## src/rtl/game_pkg.sv

```systemverilog
// Shared definitions for the lamp ping-pong game: match states, field
// widths and side encoding used by both the match sequencer and the rally engine.
package game_pkg;

  typedef enum logic [2:0] {
    ST_IDLE        = 3'd0,
    ST_SERVE_WAIT  = 3'd1,
    ST_RALLY       = 3'd2,
    ST_POINT_PAUSE = 3'd3,
    ST_MATCH_END   = 3'd4
  } state_t;

  localparam int SCORE_W       = 4;
  localparam int SPEED_W       = 3;
  localparam int WIN_SCORE_DEF = 9;

  // Side encoding: also the serve direction (left serves -> ball travels left to right).
  localparam logic SIDE_LEFT  = 1'b1;
  localparam logic SIDE_RIGHT = 1'b0;

endpackage

```

## src/rtl/match_sequencer_if.sv

```systemverilog
// Signals between the match sequencer and the rally engine / front panel.
// The sequencer uses the slave view; the environment drives through master.
interface match_sequencer_if
  import game_pkg::*;
();

  logic               start_btn;
  logic               serve_ack;
  logic               hit;
  logic               point_left;
  logic               point_right;
  logic               step_en;
  logic               serve_req;
  logic               serve_side;
  logic               game_run;
  logic [SPEED_W-1:0] speed_level;
  logic [SCORE_W-1:0] score_left;
  logic [SCORE_W-1:0] score_right;
  logic               match_over;
  logic               winner;

  modport master (
    output start_btn, serve_ack, hit, point_left, point_right,
    input  step_en, serve_req, serve_side, game_run, speed_level,
           score_left, score_right, match_over, winner
  );

  modport slave (
    input  start_btn, serve_ack, hit, point_left, point_right,
    output step_en, serve_req, serve_side, game_run, speed_level,
           score_left, score_right, match_over, winner
  );

endinterface

```

## src/rtl/match_sequencer_step_timer.sv

```systemverilog
// Free-running period timer for the ball-step strobe. The period may change
// while counting; a count already at or past the new last value fires at once.
module step_timer #(
  parameter int CNT_W = 27
) (
  input  logic             clk_game,
  input  logic             rst,
  input  logic [CNT_W-1:0] period,
  input  logic             enable,
  input  logic             clear,
  output logic             tick
);

  logic [CNT_W-1:0] cnt;

  assign tick = enable && (cnt >= (period - CNT_W'(1)));

  // Count enabled cycles, wrapping to zero on each tick.
  always_ff @(posedge clk_game) begin
    // NOTE: sequential state always uses non-blocking assignment so every
    // register samples pre-edge values, independent of block ordering.
    if (rst) begin
      cnt <= '0;
    end else if (clear) begin
      cnt <= '0;
    end else if (enable) begin
      cnt <= tick ? '0 : cnt + CNT_W'(1);
    end
  end

endmodule

```

## src/rtl/match_sequencer.sv

```systemverilog
// Match-level controller: sequences serve, rally, point pause and match end,
// keeps scores and speed level, and produces the ball-step strobe.
module match_sequencer
  import game_pkg::*;
#(
  parameter int STEP_BASE = 12_500_000,
  parameter int STEP_DEC  = 1_000_000,
  parameter int MIN_STEP  = 2_500_000,
  parameter int PAUSE_CYC = 50_000_000,
  parameter int WIN_SCORE = WIN_SCORE_DEF,
  parameter int CNT_W     = 27
) (
  input  logic             clk_game,
  input  logic             rst,
  match_sequencer_if.slave bus
);

  localparam int                 PER_W      = CNT_W + 3;
  localparam logic [PER_W-1:0]   PER_BASE   = PER_W'(STEP_BASE);
  localparam logic [PER_W-1:0]   PER_MIN    = PER_W'(MIN_STEP);
  localparam logic [CNT_W-1:0]   PAUSE_LAST = CNT_W'(PAUSE_CYC - 1);
  localparam logic [SCORE_W-1:0] SCORE_MAX  = '1;
  localparam logic [SCORE_W-1:0] WIN        = SCORE_W'(WIN_SCORE);
  localparam logic [SPEED_W-1:0] SPEED_MAX  = '1;

  state_t             state, state_nx;
  logic [SCORE_W-1:0] score_l, score_l_nx;
  logic [SCORE_W-1:0] score_r, score_r_nx;
  logic [SPEED_W-1:0] speed, speed_nx;
  logic               side, side_nx;
  logic               winner_q, winner_nx;
  logic [CNT_W-1:0]   pause_cnt, pause_cnt_nx;
  logic               timer_clear;
  logic               run_en;
  logic               step_tick;
  logic [PER_W-1:0]   dec_amt;
  logic [PER_W-1:0]   per_raw;
  logic [PER_W-1:0]   per_sel;
  logic [CNT_W-1:0]   step_period;

  // Step period for the current speed level, floored at MIN_STEP without underflow.
  always_comb begin
    dec_amt = PER_W'(speed) * PER_W'(STEP_DEC);
    per_raw = '0;
    per_sel = PER_MIN;
    if (dec_amt < PER_BASE) begin
      per_raw = PER_BASE - dec_amt;
      per_sel = (per_raw < PER_MIN) ? PER_MIN : per_raw;
    end
  end

  assign step_period = CNT_W'(per_sel);
  assign run_en      = (state == ST_RALLY);

  step_timer #(
    .CNT_W (CNT_W)
  ) u_step_timer (
    .clk_game (clk_game),
    .rst      (rst),
    .period   (step_period),
    .enable   (run_en),
    .clear    (timer_clear),
    .tick     (step_tick)
  );

  // Next-state and next-datapath decisions for the match FSM.
  always_comb begin
    // NOTE: every variable gets a default before the case so no path leaves
    // one unassigned, which would otherwise infer a latch.
    state_nx     = state;
    score_l_nx   = score_l;
    score_r_nx   = score_r;
    speed_nx     = speed;
    side_nx      = side;
    winner_nx    = winner_q;
    pause_cnt_nx = pause_cnt;
    timer_clear  = 1'b0;

    case (state)
      ST_IDLE, ST_MATCH_END: begin
        if (bus.start_btn) begin
          state_nx   = ST_SERVE_WAIT;
          score_l_nx = '0;
          score_r_nx = '0;
          side_nx    = SIDE_LEFT;
        end
      end

      ST_SERVE_WAIT: begin
        if (bus.serve_ack) begin
          state_nx    = ST_RALLY;
          speed_nx    = '0;
          timer_clear = 1'b1;
        end
      end

      ST_RALLY: begin
        if (bus.point_left || bus.point_right) begin
          // A point always beats a simultaneous hit; both points at once is a let.
          state_nx     = ST_POINT_PAUSE;
          pause_cnt_nx = '0;
          if (bus.point_left && !bus.point_right) begin
            score_l_nx = (score_l == SCORE_MAX) ? score_l : score_l + SCORE_W'(1);
            side_nx    = SIDE_RIGHT;
          end else if (bus.point_right && !bus.point_left) begin
            score_r_nx = (score_r == SCORE_MAX) ? score_r : score_r + SCORE_W'(1);
            side_nx    = SIDE_LEFT;
          end
        end else if (bus.hit && (speed != SPEED_MAX)) begin
          speed_nx = speed + SPEED_W'(1);
        end
      end

      ST_POINT_PAUSE: begin
        if (pause_cnt == PAUSE_LAST) begin
          if ((score_l == WIN) || (score_r == WIN)) begin
            state_nx  = ST_MATCH_END;
            winner_nx = (score_l == WIN);
          end else begin
            state_nx = ST_SERVE_WAIT;
          end
        end else begin
          pause_cnt_nx = pause_cnt + CNT_W'(1);
        end
      end

      default: state_nx = ST_IDLE;
    endcase
  end

  // State and datapath registers with synchronous reset.
  always_ff @(posedge clk_game) begin
    if (rst) begin
      state     <= ST_IDLE;
      score_l   <= '0;
      score_r   <= '0;
      speed     <= '0;
      side      <= SIDE_LEFT;
      winner_q  <= 1'b0;
      pause_cnt <= '0;
    end else begin
      state     <= state_nx;
      score_l   <= score_l_nx;
      score_r   <= score_r_nx;
      speed     <= speed_nx;
      side      <= side_nx;
      winner_q  <= winner_nx;
      pause_cnt <= pause_cnt_nx;
    end
  end

  assign bus.step_en     = step_tick;
  assign bus.serve_req   = (state == ST_SERVE_WAIT);
  assign bus.game_run    = run_en;
  assign bus.match_over  = (state == ST_MATCH_END);
  assign bus.serve_side  = side;
  assign bus.speed_level = speed;
  assign bus.score_left  = score_l;
  assign bus.score_right = score_r;
  assign bus.winner      = winner_q;

endmodule

```

## src/flat_wrapper.sv

```systemverilog
// flat-port wrapper written by rule: the top's interface ports become plain ports
module match_sequencer_flat import game_pkg::*;
#(
  parameter int STEP_BASE = 12_500_000,
  parameter int STEP_DEC  = 1_000_000,
  parameter int MIN_STEP  = 2_500_000,
  parameter int PAUSE_CYC = 50_000_000,
  parameter int WIN_SCORE = WIN_SCORE_DEF,
  parameter int CNT_W     = 27
)
  (clk_game, rst, bus_start_btn, bus_serve_ack, bus_hit, bus_point_left, bus_point_right, bus_step_en, bus_serve_req, bus_serve_side, bus_game_run, bus_speed_level, bus_score_left, bus_score_right, bus_match_over, bus_winner);
  match_sequencer_if bus_i ();
  input  logic clk_game;
  input  logic rst;
  input wire logic [$bits(bus_i.start_btn)-1:0] bus_start_btn;
  input wire logic [$bits(bus_i.serve_ack)-1:0] bus_serve_ack;
  input wire logic [$bits(bus_i.hit)-1:0] bus_hit;
  input wire logic [$bits(bus_i.point_left)-1:0] bus_point_left;
  input wire logic [$bits(bus_i.point_right)-1:0] bus_point_right;
  output wire logic [$bits(bus_i.step_en)-1:0] bus_step_en;
  output wire logic [$bits(bus_i.serve_req)-1:0] bus_serve_req;
  output wire logic [$bits(bus_i.serve_side)-1:0] bus_serve_side;
  output wire logic [$bits(bus_i.game_run)-1:0] bus_game_run;
  output wire logic [$bits(bus_i.speed_level)-1:0] bus_speed_level;
  output wire logic [$bits(bus_i.score_left)-1:0] bus_score_left;
  output wire logic [$bits(bus_i.score_right)-1:0] bus_score_right;
  output wire logic [$bits(bus_i.match_over)-1:0] bus_match_over;
  output wire logic [$bits(bus_i.winner)-1:0] bus_winner;
  assign bus_i.start_btn = bus_start_btn;
  assign bus_i.serve_ack = bus_serve_ack;
  assign bus_i.hit = bus_hit;
  assign bus_i.point_left = bus_point_left;
  assign bus_i.point_right = bus_point_right;
  assign bus_step_en = bus_i.step_en;
  assign bus_serve_req = bus_i.serve_req;
  assign bus_serve_side = bus_i.serve_side;
  assign bus_game_run = bus_i.game_run;
  assign bus_speed_level = bus_i.speed_level;
  assign bus_score_left = bus_i.score_left;
  assign bus_score_right = bus_i.score_right;
  assign bus_match_over = bus_i.match_over;
  assign bus_winner = bus_i.winner;
  match_sequencer #(.STEP_BASE(STEP_BASE), .STEP_DEC(STEP_DEC), .MIN_STEP(MIN_STEP), .PAUSE_CYC(PAUSE_CYC), .WIN_SCORE(WIN_SCORE), .CNT_W(CNT_W)) u_core (.clk_game(clk_game), .rst(rst), .bus(bus_i));
endmodule
```

## config.mk

```make
export PLATFORM = sky130hd
export DESIGN_NAME = match_sequencer_flat
export DESIGN_NICKNAME = d
export VERILOG_FILES = /design/src/rtl/game_pkg.sv /design/src/rtl/match_sequencer_if.sv /design/src/rtl/match_sequencer_step_timer.sv /design/src/rtl/match_sequencer.sv /design/src/flat_wrapper.sv
export SDC_FILE = /design/constraint.sdc
export NUM_CORES = 1
export LEC_CHECK = 0
export ABC_AREA = 1
export ABC_CLOCK_PERIOD_IN_PS = 8400
export BUFFER_PORTS_ARGS = -buffer_cell sky130_fd_sc_hd__buf_2
export CORE_UTILIZATION = 25
export DETAILED_ROUTE_END_ITERATION = 7
export SLEW_MARGIN = 20
export SYNTH_ARGS = -nofsm -noshare
export SYNTH_HDL_FRONTEND = slang
export SYNTH_HIERARCHICAL = 1
export SYNTH_SLANG_ARGS = --single-unit
```

## constraint.sdc

```tcl
create_clock -name clk_game -period 8.4 [get_ports clk_game]
set_clock_uncertainty 0.2 [all_clocks]
set_input_delay 1.68 -clock clk_game [delete_from_list [all_inputs] [get_ports clk_game]]
set_output_delay 1.68 -clock clk_game [all_outputs]
set_load 0.1 [all_outputs]
```

==> impl_results.md, run 1 <==
* Worst hold stages at 2
* Wire per inst at between 10 and 15 µm
* Ports at 24
* Hold_sp: u_core/state[0]
* Detailed Place HPWL at 11.6 mm
* Critical path buffers and inverters at 5
* Grt ovf at 0
* RSZ-0062 raised after global routing: no
* Post-synthesis simple-gate area fraction at 0.435
* Reg2reg setup slack at 2.73 ns
* Starting Density at 0.255
* Xor and xnor area share after synthesis at 0.0704
* DRC at 0
* Cts bufs inserted at 9
* Area Growth Syn to Fin at 13.5%
* H-tree levels at 3
* Largest net degree at the start of global routing at 33
* Total GRT Usage at 0.122
* Yosys cell types at 46
* Slew headroom at 0.482
* Mux contribution to synthesized area at 0.00161
* Post_cts resized at 0
* Worst R2R Start: u_core/bus.speed_level[1]
* Synth Area in Compound Gates at 0.0758
* Dpl cell area at a little under 7000 µm²
* RD Place Congestion at 0.875
* Fin. Hold Viols at 0
* PwrDens at 180 nW/µm²
* Via count at 5958
* Post-route ant nets at 0
* Global-route wire length before repair at ~26 mm
* CTS tree: done
* Core box area at 24400 µm²
* Share of cells above drive strength 1 at 0.0865
* Die width at 160 µm
* Top FF cell, synth: dfxtp_1
* Worst Setup End Kind: output pin
* Post-Place Cells at 1349
* Largest family of logic cells by synthesized area: simple AND/OR/NAND/NOR gates
* Worst vdd ir at 0.233 mV
* Die Height at 160 µm
* CTS max path bufs at 2
* CTS root buffer: clkbuf_16
* Synthesized area at 6220 µm²
* Number of enable flip-flop cells after synthesis at 0
* CTS Hold Bufs at 0
* Max stage delay on crit path at 0.65 ns
* Setup CP Type: flop to output pin
* Final non-filler cell total at around 1.4k
* 1st-iter DRT viols at 280
* Cells after Synth at around 990
* DRT Pass-1 Iters at 4
* Slowest CP cell: dfxtp_1
* Final worst path period share at 0.889
* Setup Buffers After CTS at 0
* WL final at 15.0 mm
* Sum Neg Setup Slack at 0 ns
* Slew Viols, Final at 0
* Register area share after synthesis at 0.225
* Yosys top cell by area: dfxtp_1
* Top cell type's share of synthesized area at 0.225
* Synthesized-area fraction occupied by adder cells at 0.112
* Asr flop ratio synth at 0
* Clk_lat worst skew at 0.35 ns
* Status: complete, no violations
* Design Area, Final at ~7100 µm²
* Syn_area_per_cell at roughly 6.3 µm²
* Vias per cell at approximately 4.4
* Critical path data required time at 6.52 ns
* Max Cap Viol at 0
* Tmin final at between 7 and 8 ns
* Worst hold path endpoint: u_core/state[0]
* Tot Pwr at 1.27 mW
* Reg2reg path depth at 24
* FF+latch count, synth at 70
* # rows at 57
* Antenna violations before repair at 0
* Static Leak at 2.98 nW
* YS warnings at 6
* Overall die area at 25500 µm²
* Ant diodes at 0
* Area contributors post-synth: dfxtp_1 23%, nand2_1 16%, nor2_1 11%, ha_1 10%, inv_1 6.3%
* Hold WS at 0.271 ns
* Clock sinks at 70
* Layout Nets at 1097
* Port buffer count at 23
* Cell Chain, Critical Path: inv_1, ha_1, ha_1, fa_1, nand2_1, inv_1, nand3_1, nor2_1, a21oi_1, nor2_4, a21oi_1, inv_1, xor2_1, ha_1, nand2_1, nor2_1, and2_1, nand2_1, nand3_1, nand2_1, nand3_1, nand2_1, inv_1, buf_2
* RR Endpoint: u_core/u_step_timer/cnt[6]
* Most frequent CP cell: nand2_1
* Top cell family by delay on the critical path: adder cells
* Vias in the first global route at 5464
* Crit start category: flop
* Worst slew pin tran at 0.775 ns
* Max frequency at 134 MHz
* Worst-path fanout max at 15
* CTS clk-pin slew, worst paths at 0.06 ns
* Final setup fails at 0
* Worst hold path type: flop to flop
* Arrival @ worst endpoint at 5.59 ns
[worst reg2reg max path, cell delays in order (launching register included)]
cell     delay, ns
dfxtp_1       0.65
inv_1         0.19
ha_1          0.45
ha_1          0.28
fa_1          0.48
nand2_1       0.11
inv_1         0.08
nand3_1       0.08
nor2_1        0.05
a21oi_1       0.44
nor2_4        0.14
a21oi_1       0.42
inv_1         0.16
xor2_1        0.19
ha_1          0.31
nand2_1       0.07
nor2_1        0.09
and2_1        0.12
nand2_1       0.04
nand3_1       0.06
nand2_1       0.05
nand3_1       0.07
nand2_1       0.11
nand2_1       0.60
nor2_1        0.09
[flip-flops by register name, indices dropped and copies added (netlist names)]
name and flops:
u_core/pause_cnt 27, u_core/u_step_timer/cnt 27, u_core/bus.score_left 4, u_core/bus.score_right 4, u_core/bus.speed_level 3, u_core/state 3
u_core/bus.serve_side 1, u_core/bus.winner 1
[placed cells by master (no fill, tap or decap), drive strengths merged]
master,Yosys,final
a21o,3,3
a21oi,53,53
a22oi,2,2
and2,2,2
buf,8,25
bufinv,0,1
clkbuf,3,9
clkinv,1,4
clkinvlp,0,2
conb,2,27
dfxtp,70,70
fa,3,3
ha,51,51
inv,105,106
mux2i,1,1
nand2,279,279
nand3,72,72
nand3b,5,5
nand4,22,22
nor2,193,193
nor3,19,19
nor3b,1,1
nor4,8,8
o21ai,21,21
o21bai,2,2
o22ai,1,1
o311ai,1,1
o31ai,1,1
or2,7,7
xnor2,17,17
xor2,33,33
[kinds of logic after synthesis]
kind of cell,after synthesis
simple gates,608
buf+inv,117
compound gates,84
flops,70
fa+ha+maj,54
xor+xnor,50
other cells,2
mux,1
[final cells by class]
type                    instances  area [µm²]
inverters                     106         403
clock buffers                   9         225
well taps                     324         405
clock inverters                 7        72.6
flip-flops and latches         70        1400
repair buffers                 25         130
fillers                      2735       17300
multi-input cells             824        4420
[report_power, final]
group,leakage [nW],internal [mW],switching (mW)
Clock,0.142,0.230,0.161
Sequential,0.565,0.350,0.0200
Combinational,2.27,0.124,0.384
[per-layer routing]
metal / GRT usage / vias to the layer above / wire length [µm]
met5: 0 / - / 0
met4: 0.0472 / 0 / 317
met3: 0.0265 / 17 / 571
met2: 0.196 / 90 / 6680
met1: 0.160 / 2618 / 7440
li1: - / 3233 / -
[cells in the mapped netlist, types with 2 or more instances]
| cell | number |
|---|---|
| and2_1 | 2 |
| buf_4 | 3 |
| a21oi_2 | 7 |
| dfxtp_1 | 70 |
| nor4_1 | 8 |
| nand3_4 | 2 |
| xor2_1 | 33 |
| o21bai_1 | 2 |
| a22oi_1 | 2 |
| nand2_2 | 8 |
| inv_1 | 104 |
| nand2_1 | 267 |
| a21o_1 | 3 |
| or2_1 | 2 |
| nor3_2 | 3 |
| or2_2 | 5 |
| ha_1 | 51 |
| a21oi_1 | 46 |
| nand2_4 | 4 |
| buf_6 | 3 |
| nand4_1 | 22 |
| o21ai_0 | 20 |
| nand3_1 | 68 |
| nor2_1 | 179 |
| conb_1 | 2 |
| nor2_4 | 5 |
| xnor2_1 | 17 |
| nor3_1 | 15 |
| fa_1 | 3 |
| nand3_2 | 2 |
| nor2_2 | 8 |
| clkbuf_1 | 3 |
| nand3b_1 | 4 |
[how the worst max path moves through the flow]
stage / depth (start not counted) / start / to
finish: 24 / u_core/bus.speed_level[1] / bus_step_en
global route: 26 / u_core/bus.speed_level[1] / bus_step_en
CTS: 24 / u_core/bus.speed_level[1] / bus_step_en
detailed placement: 24 / u_core/bus.speed_level[1] / bus_step_en
global placement: 26 / u_core/bus.speed_level[1] / bus_step_en
floorplan: 25 / u_core/bus.speed_level[0] / bus_step_en
[metrics by stage]
step,setup slack [ns],utilization
global route,0.261,0.290
CTS,0.891,0.290
floorplan,1.04,-
global placement,1.39,0.277
finish,0.929,0.290
detailed placement,1.29,0.277
Note: power is estimated with default switching activity, not from simulation.
==> run 2: changes to the inputs <==
Settings changed: CORE_UTILIZATION 25 to 68, PLACE_DENSITY set to 0.87, SYNTH_HIERARCHICAL 1 to unset.
==> impl_results.md, run 2 <==
* Setup Buffers After CTS at 0
* Clock sinks at 70
* Multi-input gate area at 3430 µm²
* Post_cts resized at 0
* Wire per inst at 13.0 µm
* Antenna violations before repair at 0
* FF+latch count, synth at 70
* Slew headroom at 0.437
* Port buffer count at 23
* Layout fillers at 627
* Yosys cell types at 40
* Yosys top cell by area: dfxtp_1
* CTS max path bufs at 2
* # rows at 31
* CTS tree: done
* CTS clk-pin slew, worst paths at 0.07 ns
* Overall die area at approximately 8200 µm²
* Final setup fails at 0
* Area Growth Syn to Fin at 6.81%
* Setup CP Type: flop to output pin
* Crit start category: flop
* Asr flop ratio synth at 0
* 1st-iter DRT viols at 297
* Arrival @ worst endpoint at about 5.1 ns
* Post-synthesis simple-gate area fraction at 0.408
* CTS Hold Bufs at 0
* Synthesized area at 5340 µm²
* Max frequency at 144 MHz
* Top FF cell, synth: dfxtp_1
* RSZ-0062 raised after global routing: no
* Ant diodes at 0
* Max Cap Viol at 0
* Post-synth top cells: 253 x nand2_1, 113 x nor2_1, 111 x inv_1
* Largest regs: u_core.pause_cnt x27, u_core.u_step_timer.cnt x27
* CTS root buffer: clkbuf_8
* Largest family of logic cells by synthesized area: simple AND/OR/NAND/NOR gates
* Largest net degree at the start of global routing at 34
* Number of enable flip-flop cells after synthesis at 0
* Sum Neg Setup Slack at 0 ns
* Xor and xnor area share after synthesis at 0.0393
* Worst-path fanout max at 14
* Vias in the first global route at around 5.0k
* Top cell type's share of synthesized area at 0.262
* RD Place Congestion at 1.03
* Commonest non-fill, non-tap cell in the layout: nand2_1
* Top-count cell post-synth: nand2_1
* Post-route ant nets at 0
* Total GRT Usage at 0.321
* Area contributors post-synth: dfxtp_1 26%, nand2_1 18%, ha_1 10%, nor2_1 7.9%, inv_1 7.8%
* FF+latch area at ~1400 µm²
* Detailed Place HPWL at 9.74 mm
* Clk_lat worst skew at 0.35 ns
* Share of cells above drive strength 1 at 0.0717
* Starting Density at 0.721
* Status: complete, no violations
* Synth Area in Compound Gates at 0.0798
* Worst Setup End Kind: output pin
* Cells after Synth at 855
* Tot Pwr at roughly 1.6 mW
* DRC at 0
* Worst slew pin tran at 0.842 ns
* Slew Viols, Final at 0
* Worst hold path type: flop to flop
* Mux contribution to synthesized area at 0.00187
* Tmin final at 6.96 ns
* DRT Pass-1 Iters at 5
* Most frequent cells in the layout: 253 x nand2_1, 113 x nor2_1, 111 x inv_1, 70 x dfxtp_1, 67 x nand3_1
* Grt ovf at 0
* Via count at 5426
* Fin. Hold Viols at 0
* Static Leak at 2.52 nW
* Net count after synthesis at 908
* Synthesized-area fraction occupied by adder cells at 0.112
* Critical path data required time at around 6.5 ns
* Final worst path period share at 0.829
* YS warnings at 0
* WL final at 12.7 mm
* Die Height at about 91 µm
* Cts bufs inserted at 9
* Ports at 24
* Worst vdd ir at 0.320 mV
* Layout Nets at 927
* Register area share after synthesis at 0.262
* PwrDens at 276 nW/µm²
* Vias per cell at 5.55
* H-tree levels at 3
* Core box area at 7410 µm²
* Syn_area_per_cell at 6.25 µm²
* Die width at 90.7 µm
* Global-route wire length before repair at about 22 mm
[run 2: changes by cell type after synthesis, moves of 4 or more]
cell / change
a21oi_2: -7
nor3_1: +9
ha_1: -8
nand2_2: -7
xnor2_1: -14
xor2_1: -12
inv_1: +7
nor2_1: -66
nand2_4: -4
inv_2: +4
nand2_1: -14
nor4_1: -8
nor2_2: -6
[run 2: layout make-up]
class	count	share of cell area
clock buffers	10	0.0241
inverters	116	0.0763
repair buffers	23	0.0202
clock inverters	6	0.0118
flip-flops and latches	70	0.246
multi-input cells	654	0.600
well taps	99	0.0217
[run 2: kinds of logic after synthesis]
group / count (synthesis)
XOR/XNOR: 24
AO/OA/AOI/OAI: 79
buffers and inverters: 131
AND/OR/NAND/NOR: 504
adder cells (fa/ha/maj): 46
flip-flops: 70
multiplexers: 1
[run 2: final timing paths]
check	from	end	slack, ns	depth (start not counted)
setup / recovery	u_core.bus.speed_level[1]	bus_step_en	1.44	21
hold / removal	u_core.u_step_timer.cnt[25]	u_core.u_step_timer.cnt[25]	0.25	2
hold reg to reg	u_core.u_step_timer.cnt[25]	u_core.u_step_timer.cnt[25]	0.25	2
setup reg to reg	u_core.bus.speed_level[1]	u_core.u_step_timer.cnt[24]	3.09	21
[run 2: critical path: stages, from the launching register on]
cell,delay (ns)
dfxtp_1,0.65
inv_1,0.22
ha_1,0.39
ha_1,0.26
fa_1,0.42
xor2_1,0.29
nand3_1,0.17
nor2_1,0.19
nand3_1,0.09
nand2_1,0.14
nand3_2,0.22
nand2_1,0.11
inv_1,0.05
ha_1,0.31
nand4_1,0.10
or2_2,0.29
nor2_1,0.08
nand2_1,0.05
nand4_1,0.09
nand2_1,0.08
inv_1,0.09
buf_2,0.42
[run 2: report_power, final]
group          internal, mW  switching, mW
registers             0.361         0.0514
clock network         0.147          0.139
logic                 0.248          0.630
total                 0.756          0.820
[run 2: per-layer routing]
metal,GRT usage,part of all wire,vias up
met5,0,0,-
met1,0.368,0.42,2491
met4,0.129,0.026,0
met2,0.588,0.51,145
met3,0.0539,0.047,30
li1,-,-,2760
[run 2: per-stage QoR]
stage,instances,cell area [µm²],utilization,hold slack [ns],worst slack (ns)
floorplan,855,5340,-,0.221,1.38
global placement,962,5500,0.743,0.232,2.11
detailed placement,962,5500,0.743,0.243,1.86
CTS,978,5710,0.770,0.254,1.45
global route,978,5710,0.770,0.262,0.937
finish,978,5710,0.770,0.250,1.44
==> run 3: changes to the inputs <==
Settings changed: ABC_AREA 1 to 0, ABC_CLOCK_PERIOD_IN_PS 8400 to 6000, CORE_UTILIZATION 68 to 56, PLACE_DENSITY 0.87 to 0.77.
Clock period 8.4 ns to 6 ns, I/O delays scaled along.
==> impl_results.md, run 3 <==
* Top cell type's share of synthesized area at 0.300
* Final setup fails at 1
* Detailed Place HPWL at 7.48 mm
* Reg2reg setup slack at approximately 0.77 ns
* Slew headroom at 0.378
* Design Area, Final at between 5000 and 6000 µm²
* Fin. Hold Viols at 0
* CTS tree: done
* Largest net degree at the start of global routing at 28
* CTS clk-pin slew, worst paths at 0.09 ns
* # rows at 32
* CTS max path bufs at 2
* Final setup margin at -0.296 ns
* Vias in the first global route at 3934
* Arrival @ worst endpoint at 4.90 ns
* Yosys cell types at between 60 and 70
* Worst slew pin tran at 0.924 ns
* Die width at between 90 and 100 µm
* Top-count cell post-synth: nor2_1
* Syn_area_per_cell at 8.13 µm²
* Starting Density at 0.592
* DRT Pass-1 Iters at 4
* Worst Setup End Kind: output pin
* DRC at 0
* Dpl cell area at 4940 µm²
* CTS Hold Bufs at 0
* Layout Nets at 664
* Vias per cell at between 5 and 6
* Worst R2R Start: u_core.bus.speed_level[1]
* Critical path data required time at 4.60 ns
* Tmin final at 6.30 ns
* RR Endpoint: u_core.u_step_timer.cnt[25]
* PwrDens at 184 nW/µm²
* 1st-iter DRT viols at 343
* Violated checks: setup timing
* Slew Viols, Final at 0
* Final worst path period share at 1.05
* Setup CP Type: flop to output pin
* Hold_sp: u_core.pause_cnt[15]
* Commonest non-fill, non-tap cell in the layout: nor2_1
* Total GRT Usage at 0.262
* Port buffer count at 23
* Cts bufs inserted at 9
* CTS root buffer: clkbuf_8
* Top FF cell, synth: dfxtp_1
* Cells after Synth at around 570
* H-tree levels at 3
* Yosys top cell by area: dfxtp_1
* Clk_lat worst skew at 0.36 ns
* Post-synth top cells: 79 x nor2_1, 70 x dfxtp_1, 61 x nand2_1
* YS warnings at 0
* Clock sinks at 70
* Ant diodes at 0
* FF+latch count, synth at 70
* Worst hold stages at 1
* Global-route wire length before repair at 18.3 mm
* RSZ-0062 raised after global routing: yes
* Hold WS at 0.284 ns
* Die Height at approximately 93 µm
* Net count after synthesis at between 600 and 700
* Number of enable flip-flop cells after synthesis at 0
* Largest regs: u_core.pause_cnt x27, u_core.u_step_timer.cnt x27
* Overall die area at between 8000 and 9000 µm²
* Static Leak at 2.21 nW
* Most frequent cells in the layout: 78 x nor2_1, 67 x dfxtp_1, 61 x nand2_1, 40 x ha_1, 39 x xnor2_1
* Worst vdd ir at roughly 0.13 mV
* Crit start category: flop
* Share of cells above drive strength 1 at 0.162
* Post-route ant nets at 0
* Tot Pwr at around 0.99 mW
* Wire per inst at approximately 15 µm
* Pre-CTS setup slack at -0.0184 ns
* Max Cap Viol at 0
* Core box area at 7890 µm²
* Reg2reg path depth at 21
* Max frequency at about 160 MHz
* Status: finished with violations
* Area Growth Syn to Fin at 15.4%
* Area contributors post-synth: dfxtp_1 30%, ha_1 12%, xnor2_1 7.7%, nor2_1 6.4%, nand2_1 4.9%
* Worst hold path type: flop to flop
* RD Place Congestion at 0.928
* Via count at just over 4k
* Asr flop ratio synth at 0
* Worst hold path endpoint: u_core.pause_cnt[15]
* Synthesized area at 4670 µm²
* Antenna violations before repair at 0
* Register area share after synthesis at 0.300
* Worst-path fanout max at 6
* WL final at 10.8 mm
* Ports at 24
* Grt ovf at 0
[run 3: cell types whose count changed after synthesis, sizes merged, moves of 10 or more]
| cell | before | now |
|---|---|---|
| a21oi | 47 | 22 |
| nand3 | 72 | 32 |
| nor3 | 27 | 17 |
| xnor2 | 3 | 41 |
| inv | 116 | 20 |
| nand2 | 254 | 61 |
| nor2 | 117 | 79 |
[run 3: final cells by class]
cell class / count / area, µm²
flip-flops and latches: 70 / 1410
inverters: 21 / 86.3
repair buffers: 46 / 310
clock inverters: 6 / 93.8
multi-input cells: 463 / 3230
fillers: 616 / 2500
clock buffers: 10 / 128
well taps: 102 / 128
[run 3: kinds of logic (layout without fill, tap and decap cells)]
group	count (synthesis)	in the layout	synth area share
buffers and inverters	42	83	0.0389
xor gates and xnor gates	65	65	0.125
AOI/OAI and AO/OA	68	69	0.0976
and+or+nand+nor	281	281	0.306
adders and majority gates	46	46	0.128
DFF	70	70	0.300
muxes	2	2	0.00429
[run 3: layer usage]
metal | vias up | share of wire | GRT usage | routed length (µm)
met4 | 0 | 0.018 | 0.0846 | 200
met2 | 95 | 0.48 | 0.445 | 5240
met5 | - | 0 | 0 | 0
met3 | 23 | 0.035 | 0.0407 | 381
met1 | 1941 | 0.46 | 0.337 | 4990
li1 | 2068 | - | - | -
[run 3: power by group]
| part | internal, mW | total (mW) | switching, mW |
|---|---|---|---|
| clock network | 0.237 | 0.434 | 0.197 |
| logic | 0.0225 | 0.0803 | 0.0579 |
| registers | 0.467 | 0.474 | 0.00717 |
| total | 0.727 | 0.989 | 0.262 |
[run 3: worst max path at each step]
stage,slack (ns),start,cells after the start,endpoint
2_1_floorplan,-0.19,u_core.bus.speed_level[1],18,bus_step_en
3_3_place_gp,0.12,u_core.bus.speed_level[0],17,bus_step_en
3_5_place_dp,-0.02,u_core.bus.speed_level[0],17,bus_step_en
4_1_cts,-0.22,u_core.bus.speed_level[0],16,bus_step_en
5_1_grt,-0.44,u_core.bus.speed_level[1],18,bus_step_en
6_report,-0.30,u_core.bus.speed_level[1],18,bus_step_en
[run 3: repair_timing]
action / 4_1_cts / 5_1_grt
buffers inserted: 12 / 4
resized for setup: 13 / 5
pin swaps: 13 / 8
cloned: 1 / 0
endpoints found under the setup margin: 1 / 1
[run 3: through the flow]
step	instances	utilization	setup TNS, ns
floorplan	574	-	-0.192
global placement	685	0.627	0
detailed placement	685	0.627	-0.0184
CTS	714	0.675	-0.220
global route	718	0.683	-0.436
finish	718	0.683	-0.296
[run 3: critical path, stage by stage, from the launching register on]
cell	delay (ns)
dfxtp_4	0.40
inv_4	0.06
ha_4	0.27
ha_4	0.18
fa_1	0.59
nand2_1	0.08
or2_4	0.24
or4_4	0.43
a211oi_4	0.27
a21boi_4	0.28
buf_6	0.13
nor2_1	0.04
ha_1	0.34
nand4b_1	0.13
or4_1	0.42
o221ai_2	0.19
a21oi_2	0.11
o21bai_4	0.16
buf_12	0.19
